===== src/rtl/imm_pkg.sv =====
// Shared definitions for the immediate-generation pipeline stage.
//   itype_e   : instruction format code carried alongside each fetched word
//   OP_IMM    : opcode of OP-IMM (addi, slli, srli, srai, ...)
//   OP_IMM_32 : opcode of OP-IMM-32 (addiw, slliw, srliw, sraiw)
package imm_pkg;

    typedef enum logic [2:0] {
        ITYPE_I     = 3'd0,
        ITYPE_U     = 3'd1,
        ITYPE_J     = 3'd2,
        ITYPE_S     = 3'd3,
        ITYPE_B     = 3'd4,
        ITYPE_NONE  = 3'd5,
        ITYPE_Z     = 3'd6,
        ITYPE_SHAMT = 3'd7
    } itype_e;

    localparam logic [6:0] OP_IMM    = 7'b0010011;
    localparam logic [6:0] OP_IMM_32 = 7'b0011011;

endpackage


===== src/rtl/imm_extract.sv =====
// Combinational immediate extraction for every RV instruction format.
//   inst  : raw 32-bit instruction
//   itype : format code (imm_pkg::itype_e)
//   imm   : sign/zero-extended immediate, XLEN bits
//   bad   : itype not a known format
module imm_extract
    import imm_pkg::*;
#(
    parameter int XLEN = 32
) (
    input  logic [31:0]     inst,
    input  logic [2:0]      itype,
    output logic [XLEN-1:0] imm,
    output logic            bad
);

    logic [6:0]        opcode;
    logic [2:0]        funct3;
    logic              shift_op;
    logic [5:0]        shamt;
    logic signed [31:0] imm_i;
    logic signed [31:0] imm_s;
    logic signed [31:0] imm_b;
    logic signed [31:0] imm_u;
    logic signed [31:0] imm_j;

    assign opcode = inst[6:0];
    assign funct3 = inst[14:12];

    // slli/srli/srai (and their -W forms) are tagged as I-type by fetch, but
    // the upper bits hold funct7/arith rather than immediate bits.
    assign shift_op = ((opcode == OP_IMM) || (opcode == OP_IMM_32)) &&
                      ((funct3 == 3'b001) || (funct3 == 3'b101));

    assign shamt = (XLEN == 64) ? inst[25:20] : {1'b0, inst[24:20]};

    // Every format is first assembled as a signed 32-bit value; the size cast
    // to XLEN then sign-extends bit 31 for the RV64 case.
    assign imm_i = {{20{inst[31]}}, inst[31:20]};
    assign imm_s = {{20{inst[31]}}, inst[31:25], inst[11:7]};
    assign imm_b = {{19{inst[31]}}, inst[31], inst[7], inst[30:25], inst[11:8], 1'b0};
    assign imm_u = {inst[31:12], 12'b0};
    assign imm_j = {{11{inst[31]}}, inst[31], inst[19:12], inst[20], inst[30:21], 1'b0};

    always_comb begin
        imm = '0;
        bad = 1'b0;
        case (itype)
            ITYPE_I: begin
                if (shift_op) imm = XLEN'(shamt);
                else          imm = XLEN'(imm_i);
            end
            ITYPE_U:     imm = XLEN'(imm_u);
            ITYPE_J:     imm = XLEN'(imm_j);
            ITYPE_S:     imm = XLEN'(imm_s);
            ITYPE_B:     imm = XLEN'(imm_b);
            ITYPE_NONE:  imm = '0;
            ITYPE_Z:     imm = XLEN'(inst[19:15]);
            ITYPE_SHAMT: imm = XLEN'(shamt);
            // Every 3-bit code is currently assigned; this arm only matters if
            // the format field is ever widened.
            default:     bad = 1'b1;
        endcase
    end

endmodule


===== src/rtl/imm_gen_pipe.sv =====
// Pipelined immediate-generation stage between fetch and decode.
// Extracts the immediate on accept and queues {imm, inst, bad} in a small FIFO
// so downstream backpressure never drops an instruction.
//   clk, rst             : clock, asynchronous active-high reset
//   in_valid/in_ready    : input handshake; in_inst, in_itype are the beat
//   flush                : discard all buffered beats, block input this cycle
//   out_valid/out_ready  : output handshake; out_imm, out_inst, out_bad result
//   imm_count            : number of results consumed (wraps)
module imm_gen_pipe
    import imm_pkg::*;
#(
    parameter int XLEN  = 32,
    parameter int DEPTH = 2,
    parameter int CNT_W = 32
) (
    input  logic             clk,
    input  logic             rst,
    input  logic             in_valid,
    output logic             in_ready,
    input  logic [31:0]      in_inst,
    input  logic [2:0]       in_itype,
    input  logic             flush,
    output logic             out_valid,
    input  logic             out_ready,
    output logic [XLEN-1:0]  out_imm,
    output logic [31:0]      out_inst,
    output logic             out_bad,
    output logic [CNT_W-1:0] imm_count
);

    localparam int PTR_W = (DEPTH > 1) ? $clog2(DEPTH) : 1;
    localparam int FILL_W = $clog2(DEPTH) + 1;

    logic [XLEN-1:0]   ext_imm;
    logic              ext_bad;

    logic [XLEN-1:0]   imm_mem  [DEPTH];
    logic [31:0]       inst_mem [DEPTH];
    logic              bad_mem  [DEPTH];

    logic [PTR_W-1:0]  wr_ptr;
    logic [PTR_W-1:0]  rd_ptr;
    logic [FILL_W-1:0] count;

    logic [XLEN-1:0]   last_imm;
    logic [31:0]       last_inst;
    logic              last_bad;

    logic              accept;
    logic              xfer;

    imm_extract #(.XLEN(XLEN)) u_extract (
        .inst  (in_inst),
        .itype (in_itype),
        .imm   (ext_imm),
        .bad   (ext_bad)
    );

    assign in_ready  = (count != FILL_W'(DEPTH)) && !flush;
    assign out_valid = (count != '0);
    assign accept    = in_valid && in_ready;
    assign xfer      = out_valid && out_ready;

    // While empty the outputs show the last consumed result; there is no
    // bypass from the extractor, so a beat always costs one cycle.
    assign out_imm  = out_valid ? imm_mem[rd_ptr]  : last_imm;
    assign out_inst = out_valid ? inst_mem[rd_ptr] : last_inst;
    assign out_bad  = out_valid ? bad_mem[rd_ptr]  : last_bad;

    // Storage needs no reset: an entry is only read once count covers it.
    always_ff @(posedge clk) begin
        if (accept) begin
            imm_mem[wr_ptr]  <= ext_imm;
            inst_mem[wr_ptr] <= in_inst;
            bad_mem[wr_ptr]  <= ext_bad;
        end
    end

    always_ff @(posedge clk or posedge rst) begin
        if (rst) begin
            wr_ptr <= '0;
            rd_ptr <= '0;
            count  <= '0;
        end else if (flush) begin
            wr_ptr <= '0;
            rd_ptr <= '0;
            count  <= '0;
        end else begin
            if (accept) wr_ptr <= wr_ptr + PTR_W'(1);
            if (xfer)   rd_ptr <= rd_ptr + PTR_W'(1);
            case ({accept, xfer})
                2'b10:   count <= count + FILL_W'(1);
                2'b01:   count <= count - FILL_W'(1);
                default: count <= count;
            endcase
        end
    end

    // A transfer handshaken in the same cycle as flush still reached the
    // consumer, so it is counted and remembered as the last result.
    always_ff @(posedge clk or posedge rst) begin
        if (rst) begin
            last_imm  <= '0;
            last_inst <= '0;
            last_bad  <= 1'b0;
            imm_count <= '0;
        end else if (xfer) begin
            last_imm  <= imm_mem[rd_ptr];
            last_inst <= inst_mem[rd_ptr];
            last_bad  <= bad_mem[rd_ptr];
            imm_count <= imm_count + CNT_W'(1);
        end
    end

endmodule


===== config.mk =====
export PLATFORM = sky130hd
export DESIGN_NAME = imm_gen_pipe
export DESIGN_NICKNAME = d
export VERILOG_FILES = /design/src/rtl/imm_pkg.sv /design/src/rtl/imm_extract.sv /design/src/rtl/imm_gen_pipe.sv
export SDC_FILE = /design/constraint.sdc
export NUM_CORES = 1
export LEC_CHECK = 0
export CAP_MARGIN = 20
export CELL_PAD_IN_SITES_DETAIL_PLACEMENT = 0
export CELL_PAD_IN_SITES_GLOBAL_PLACEMENT = 1
export CORE_MARGIN = 10
export CORE_UTILIZATION = 44
export DETAILED_ROUTE_END_ITERATION = 10
export HOLD_SLACK_MARGIN = 0.06
export PLACE_DENSITY = 0.86
export SLEW_MARGIN = 20
export SYNTH_ARGS = -nofsm -noshare
export SYNTH_HDL_FRONTEND = slang
export SYNTH_SLANG_ARGS = --single-unit

===== constraint.sdc =====
create_clock -name clk -period 5.1 [get_ports clk]
set_clock_uncertainty 0.2 [all_clocks]
set_input_delay 1.53 -clock clk [delete_from_list [all_inputs] [get_ports clk]]
set_output_delay 1.53 -clock clk [all_outputs]
set_load 0.02 [all_outputs]

Word-level counts from Yosys, hierarchy flattened
Memories as Yosys holds them, arrays and structs flattened.
Index checks and enable logic that the tools add are counted.
Cells by class
  mux-type cells: 13
  $add $sub $neg: 5
  reduce and logical (&&, ||, !) cells: 12
  equality and inequality tests: 14
Operators with widths (count)
  32-bit one-hot mux with 8 select lines: 1
  32-bit 2-to-1 mux: 3
  32-bit by 1-bit adder with 32-bit output, second input constant: 1
  3-bit equality test, second input constant: 5
  7-bit by 5-bit equality test with 1-bit output, second input constant: 2
  1-bit 2-to-1 mux: 7
  3-bit by 1-bit equality test with 1-bit output, second input constant: 2
  3-bit by 2-bit equality test with 1-bit output, second input constant: 2
  2-bit nonzero test: 3
  1-bit logical AND: 4
  2-bit one-hot mux with 2 select lines: 1
  3-bit zero test: 1
  3-bit nonzero test: 1
  1-bit adder, second input constant: 2
  2-bit by 1-bit adder with 2-bit output, second input constant: 1
  2-bit by 1-bit equality test with 1-bit output, second input constant: 1
  2-bit equality test, second input constant: 1
  1-bit logical OR: 2
  2-bit 2-to-1 mux: 1
  2-bit inequality test, second input constant: 1
  2-bit by 1-bit subtractor with 2-bit output, second input constant: 1
  1-bit zero test: 1
Word-level totals
  output and inout port bits: 99
  bits in writable memories: 128
  memories kept: 2
  logic and storage cells: 53
  bits of input ports: 40
  bits in registers: 101
Memories
  imm_mem: words 2, width 32, rd ports 1, clocked after memory_dff 0, wr ports 1, line imm_gen_pipe.sv:37  | logic [XLEN-1:0] imm_mem [DEPTH];
  inst_mem: words 2, width 32, rd ports 1, clocked after memory_dff 0, wr ports 1, line imm_gen_pipe.sv:38  | logic [31:0] inst_mem [DEPTH];

Depth between registers and ports, before layout
Gate-level depths: netlist of the first run.
  depth in word-level cells: 6
  mapped depth: 8
  gate-level depth less buffers: 5

Hierarchy
A second synthesis of the first run with hierarchy kept.
Second synthesis, totals
  cell total of the unflattened synthesis: 814
  area, all modules: 9979.6 um^2
By module, submodules not included
  imm_gen_pipe: seq. area each 6431.2 um^2, times used 1, area each 9220.1 um^2, cells an instance 716
  imm_extract: seq. area each 0.0 um^2, times used 1, area each 759.5 um^2, cells an instance 98

Worst setup path after synthesis of the first run
OpenSTA, ideal clock, no wires.
  path type: in2reg
  from: in flush
  to: mem imm_mem[0][0] (enable)
  slack: -0.270 ns
  buffers on the path: 0
  arrival: 4.684 ns
  cell stages on the path: 3
  required time: 4.414 ns
  library setup time: 0.486 ns
  path through: nor2b_1 > nand2_1 > nor2_1
On the way
  word-level cells in the longest chain between the ends: 5
RTL lines
  from (decl): line imm_gen_pipe.sv:22  | input logic flush,
  1-bit zero test: line imm_gen_pipe.sv:59  | assign in_ready = (count != FILL_W'(DEPTH)) && !flush;
  1-bit logical AND: line imm_gen_pipe.sv:59
  1-bit logical AND: line imm_gen_pipe.sv:61  | assign accept = in_valid && in_ready;
  1-bit 2-to-1 mux: line imm_gen_pipe.sv:72  | if (accept) begin
  1-bit 2-to-1 mux
  to (decl): line imm_gen_pipe.sv:37
Every way passes these cells.

Final worst setup path of the first run
  from: in flush
  to: out in_ready
On the way
  word-level cells in the longest chain between the ends: 2
RTL lines
  1-bit zero test: line imm_gen_pipe.sv:59
  1-bit logical AND: line imm_gen_pipe.sv:59
  to (decl): line imm_gen_pipe.sv:19  | output logic in_ready,
Every way passes these cells.

==> results of run 1 <==
[synthesized netlist by cell type, types with 2 or more instances]
library cell  instances  share of area [%]
dfrtp_1             100                 26
xor2_1               21                1.9
nor4_1                2               0.13
nor3_1                9               0.47
and2_1                7               0.45
nand4_1               6               0.39
nand2_1              80                3.1
or4_4                 2               0.23
buf_1                 5               0.19
a21oi_1              77                4.0
nor3_2                2               0.21
nor4_2                3               0.39
clkbuf_1             25               0.97
a221oi_1              4               0.36
nand2b_1              2               0.13
xnor2_1              13                1.2
o21ai_0               3               0.16
o21ai_1              63                3.3
nor2_1               82                3.2
and3_1                5               0.32
o211ai_1              2               0.16
or3_1                 2               0.13
a21o_1               19                1.5
buf_2                16               0.83
inv_1                10               0.39
nand3_1               9               0.47
mux2i_1              70                7.2
edfxtp_1            128                 40
o2111ai_1             2               0.18
nand4_2               2               0.26
[power groups by stage]
stage / sequential (uW) / combinational (uW) / clock, uW
after floorplan: 2300 / 591 / 0
after global placement: 2300 / 1060 / 0
after detailed placement: 2310 / 1070 / 0
after CTS: 2280 / 1080 / 1750
after global routing: 2300 / 1160 / 1830
final: 2280 / 1060 / 1720
[area by class of cell]
cell class / count / share of cell area [%]
flip-flops and latches: 228 / 52.2
repair buffers: 150 / 12.6
clock buffers: 30 / 5.37
clock inverters: 14 / 1.03
multi-input cells: 508 / 25.6
well taps: 280 / 2.88
inverters: 10 / 0.329
[worst max-delay path, stage by stage]
cell             delay [ns]
clkdlybuf4s50_1        0.48
nor2b_1                0.20
clkdlybuf4s50_1        0.64
[stage by stage]
| stage | instances | worst slack [ns] | total power (uW) |
|---|---|---|---|
| finish | 1220 | 0.521 | 5050 |
| global route | 1220 | 0.415 | 5290 |
| CTS | 1220 | 0.501 | 5110 |
| detailed placement | 1176 | 0.501 | 3380 |
| floorplan | 793 | 0.751 | 2890 |
| global placement | 1176 | 0.529 | 3360 |
[sequential cells by signal, summed over array words and instances, names as in the netlist]
register   count
last_imm      32
rd_ptr         1
inst_mem      64
last_inst     32
imm_count     32
imm_mem       64
count          2
wr_ptr         1
[worst max-delay path by stage]
stage | start | to | slack [ns] | depth (start not counted)
finish | flush | in_ready | 0.52 | 3
global route | flush | in_ready | 0.41 | 3
CTS | flush | in_ready | 0.50 | 3
detailed placement | flush | in_ready | 0.50 | 3
global placement | flush | in_ready | 0.53 | 3
floorplan | rst | count[0] | 0.75 | 1
[per-layer routing]
metal / share of wire (%) / up-vias / GRT usage, % / wire length [microns]
li1: - / 3093 / - / -
met1: 44 / 3101 / 21.2 / 9890
met2: 47 / 203 / 25.5 / 10700
met3: 7.3 / 29 / 4.14 / 1650
met4: 1.7 / 0 / 3.44 / 389
met5: 0 / - / 0 / 0
[cell families after synthesis]
group	Yosys count	share of synthesized area, %
AOI/OAI and AO/OA	176	10.1
xor gates and xnor gates	34	3.08
adders and majority gates	1	0.129
buffers and inverters	57	2.46
DFF	228	65.6
muxes	71	7.36
other	1	0.0388
and+or+nand+nor	225	11.2
==> summary.md, run 1 <==
| Metric | Value |
|---|---|
| Run status | finished, final reports clean |
| Share of cells above drive strength 1 | 7.45% |
| Ys Warns | 0 |
| Worst R2R End | last_inst[12] |
| Most common cell after layout, fill and taps aside | clkdlybuf4s50_1 |
| Switching Share | 28.2% |
| CTS H-tree depth | 1 |
| Synth Instances | 793 |
| Most common flop cell mapped by yosys | edfxtp_1 |
| Worst hold-check path type | reg2reg |
| Crit path kind | in2out |
| Logic pwr share | 21.0% |
| DP Wirelength | 15.0 mm |
| Post-synthesis register bit count | 228 |
| Cts repair resizes | 0 |
| Worst Path Required | 3.37 ns |
| DRT antenna net count | 0 |
| Peak VDD IR | 0.000287 V |
| Total Wirelength | 22.6 mm |
| Worst Reg-to-Reg Cells | 5 |
| WL per Instance | 18.5 microns |
| Num CTS Buffers | 24 |
| Final setup fails | 0 |
| Finished Cell Area | 12,200 sq um |
| RSZ-0062 raised after global routing | false |
| Max Clk Rate | 218 MHz |
| Critical R2R Launch | count[0] |
| # clock sinks | 228 |
| Vias in the first global route | 6,536 |
| Post-synth ARST share | 43.9% |
| Global-route wire length before repair | 36.8 mm |
| P_leak | 0.00479 uW |
| Filler instances | 1,832 |
| Pin count of the biggest net entering global routing | 61 |
| Average vias per placed instance | 5.27 |
| Post-CTS setup buffer count | 0 |
| Hold EP | imm_count[31] |
| Die X | 168 microns |
| Final hold vios | 0 |
| Sw Pwr | 1430 uW |
| CTS Hold Bufs | 0 |
| P per Cell Area | 416 nW/um^2 |
| Area of the multi-input gates | 3110 sq um |
| Mapped Area | 9670 sq um |
| Core Area | 21,800 sq um |
| CTS root buffer | clkbuf_16 |
| Rel. slew slack | 50.9% |
| GR Overflow Total | 0 |
| Worst Tran Pin Value | 0.737 ns |
| Min Tclk post-route | 4.58 ns |
| Initial drt markers | 467 |
| Dpl cell area | 11,400 sq um |
| Commonest non-fill, non-tap cells in the layout | clkdlybuf4s50_1, edfxtp_1, dfrtp_1 |
| I/O pins | 139 |
| Max_cap viols | 0 |
| RD Place Congestion | 0.816 |
| Setup_tns | 0 ns |
| Mean Syn Cell Area | 12.2 sq um |
| Worst hold path cell count | 1 |
| Final Cycle Share | 89.8% |
| Post-Syn Nets | 834 |
| Starting Density | 44.5% |
| Full die area | 28,300 sq um |
| FF-to-FF setup slack | 2.55 ns |
| # nets final | 963 |
| Clock transition at path regs | 0.06 ns |
| FF+latch area | 6350 sq um |
| EDFF count, synth | 128 |
| Crit. End Element | output pin |
| Port Buffers | 137 |
| Seq pwr share | 45.1% |
| Worst-Skew Late Latency | 0.52 ns |
| DRC viols | 0 |
| Layout Area Growth over Synthesis | 25.7% |
| Total global-route track usage | 15.9% |
| Final Slew Violations | 0 |
| Element type at the critical path start | input pin |
| CP Max Fanout | 5 |
| CTS tree | done |
| Synth unique cells | 52 |
| Register area share after synthesis | 65.6% |
| DIE HEIGHT | 168 microns |
| DRT Pass-1 Iters | 5 |
| Cell Int Power | 3630 uW |
| Vias | 6,426 |
| Worst endpoint data arrival time | 2.85 ns |
| Final Core Density | 55.9% |
| Min-delay src | imm_count[31] |
| Hold WS | 0.271 ns |
| Initial antenna violation count | 0 |
| Row cnt | 54 |
| # diodes | 0 |
| Clk network pwr share | 34.0% |
| Clock buffer depth | 3 |
Power figures use the tool's default switching activity.
==> run 2: changes to the inputs <==
Settings changed: ABC_AREA from default to 1, CORE_UTILIZATION 44 to 42, CTS_CLUSTER_SIZE from default to 24, RECOVER_POWER from default to 25.
==> summary.md, run 2 <==
| Metric | Value |
|---|---|
| RD Place Congestion | 0.874 |
| Vias | 7,851 |
| Vias in the first global route | 7,624 |
| Row cnt | 57 |
| Dominant cell by count in the synthesized netlist | nand2_1 |
| Worst Tran Pin Value | 2.33 ns |
| Dpl cells | 1,571 |
| Mapped Area | 10,300 sq um |
| CTS H-tree depth | 1 |
| Post-CTS setup buffer count | 0 |
| Area of the multi-input gates | 3270 sq um |
| Initial antenna violation count | 5 |
| P_leak | 0.00554 uW |
| Element type at the critical path start | register |
| Post-synth ARST share | 43.9% |
| Starting Density | 42.6% |
| Mean Syn Cell Area | 8.97 sq um |
| GR Overflow Total | 0 |
| Average vias per placed instance | 4.85 |
| DRT antenna net count | 0 |
| Core Area | 24,200 sq um |
| I/O pins | 139 |
| Commonest non-fill, non-tap cells in the layout | nand2_1, edfxtp_1, inv_1 |
| Buf+Inv Stages, Crit Path | 3 |
| Min Tclk post-route | 4.62 ns |
| Clock buffer depth | 3 |
| RSZ-0062 raised after global routing | false |
| Final setup fails | 0 |
| Final hold vios | 0 |
| Synth area leaders | edfxtp_1, dfrtp_1, nand2_1 |
| Crit. End Element | output pin |
| Total power | 6600 uW |
| Failing checks | max-capacitance violations, max-slew violations |
| Run status | finished, violations left |
| Register area share after synthesis | 61.5% |
| Total Wirelength | 25.6 mm |
| Crit path max-delay cell type | clkdlybuf4s50_1 |
| # nets final | 1,315 |
| EDFF count, synth | 128 |
| CTS root buffer | clkbuf_16 |
| Die X | 177 microns |
| Post-Syn Nets | 1,192 |
| Crit-path max cell delay | 0.69 ns |
| Clock transition at path regs | 0.06 ns |
| Cts repair resizes | 0 |
| Rel. slew slack | -56.4% |
| Synth Instances | 1,151 |
| Setup_tns | 0 ns |
| Area share of the largest cell type after synthesis | 37.2% |
| Largest delay share family, worst path | buffers and inverters |
| Ys Warns | 0 |
| Most common flop cell mapped by yosys | edfxtp_1 |
| Biggest regs | imm_mem x64, inst_mem x64 |
| Initial drt markers | 503 |
| Total global-route track usage | 16.2% |
| Final Slew Violations | 52 |
| DRC viols | 0 |
| Final Cycle Share | 90.6% |
| Synth unique cells | 30 |
| Layout Area Growth over Synthesis | 23.5% |
| DRT Pass-1 Iters | 5 |
| WL per Instance | 15.8 microns |
| DIE HEIGHT | 177 microns |
| Max_cap viols | 1 |
| Most common library cells after synthesis | nand2_1, edfxtp_1, inv_1, o21ai_0, dfrtp_1 |
| Crit path kind | reg2out |
| Peak VDD IR | 0.000314 V |
| Worst endpoint data arrival time | 2.89 ns |
| FF+latch area | 6350 sq um |
| Worst Path Required | 3.37 ns |
| Post-synthesis register bit count | 228 |
| Port Buffers | 137 |
| P per Cell Area | 517 nW/um^2 |
| DP Wirelength | 17.4 mm |
| Most common cell after layout, fill and taps aside | nand2_1 |
| CP Max Fanout | 45 |
| Max Clk Rate | 217 MHz |
| Filler instances | 2,195 |
| Hold WS | 0.303 ns |
| Pin count of the biggest net entering global routing | 123 |
| CTS Hold Bufs | 0 |
| Num CTS Buffers | 25 |
| Crit path cell chain | nor2_2, clkinv_2, buf_4, o21ai_0, clkdlybuf4s50_1 |
| CTS tree | done |
| # clock sinks | 228 |
| Share of cells above drive strength 1 | 4.95% |
| Worst hold-check path type | reg2reg |
| Finished Layout Cells | 1,620 |
| Worst-Skew Late Latency | 0.52 ns |
| Global-route wire length before repair | 40.8 mm |
| Synth area leader | edfxtp_1 |
| Full die area | 31,300 sq um |
-- run 2: cells by family after synthesis --
logic type,after synthesis,share of synthesized area (%)
AOI/OAI and AO/OA,144,7.11
buffers and inverters,173,7.04
adders and majority gates,1,0.121
DFF,228,61.5
xor gates and xnor gates,12,1.02
and+or+nand+nor,592,23.2
other,1,0.0363
-- run 2: worst paths after layout --
kind	start	endpoint	slack, ns	cells past startpoint
worst max-delay path	count[0]	out_imm[23]	0.48	5
worst min-delay path	imm_count[4]	imm_count[4]	0.30	1
worst max register to register	count[0]	count[1]	2.78	8
worst min register to register	imm_count[4]	imm_count[4]	0.30	1
max in group asynchronous	rst	last_inst[26]	0.72	3
min in group asynchronous	rst	imm_count[22]	1.89	2
-- run 2: area by class of cell --
type,count,area share (%)
multi-input combinational,750,25.6
timing repair buffer,147,11.7
tap,324,3.18
clock buffer,33,5.30
inverter,122,3.61
clock inverter,13,0.755
antenna,3,0.0589
sequential,228,49.8
-- run 2: per-stage QoR --
stage                     cell area, sq um  setup slack, ns  util, %
after floorplan                      10300           -0.119        -
after global placement               12000            0.638     49.4
after detailed placement             12000            0.634     49.4
after CTS                            12800            0.466     52.6
after global routing                 12700            0.177     52.6
final                                12800            0.482     52.6
-- run 2: where the power goes --
part | leakage (uW) | internal [uW] | switching [uW] | total (uW)
sequential | 0.00245 | 2320 | 116 | 2440
combinational | 0.00271 | 928 | 1520 | 2450
clock | 0.000381 | 984 | 724 | 1710
total | 0.00554 | 4240 | 2360 | 6600
-- run 2: metal layers --
metal,wire length [microns],track usage (%),share of wire [%],vias to the layer above
li1,-,-,-,3931
met1,11300,20.8,44,3655
met2,11800,26.3,46,217
met3,1870,4.46,7.3,44
met4,625,4.45,2.4,4
met5,28,0,0.11,-
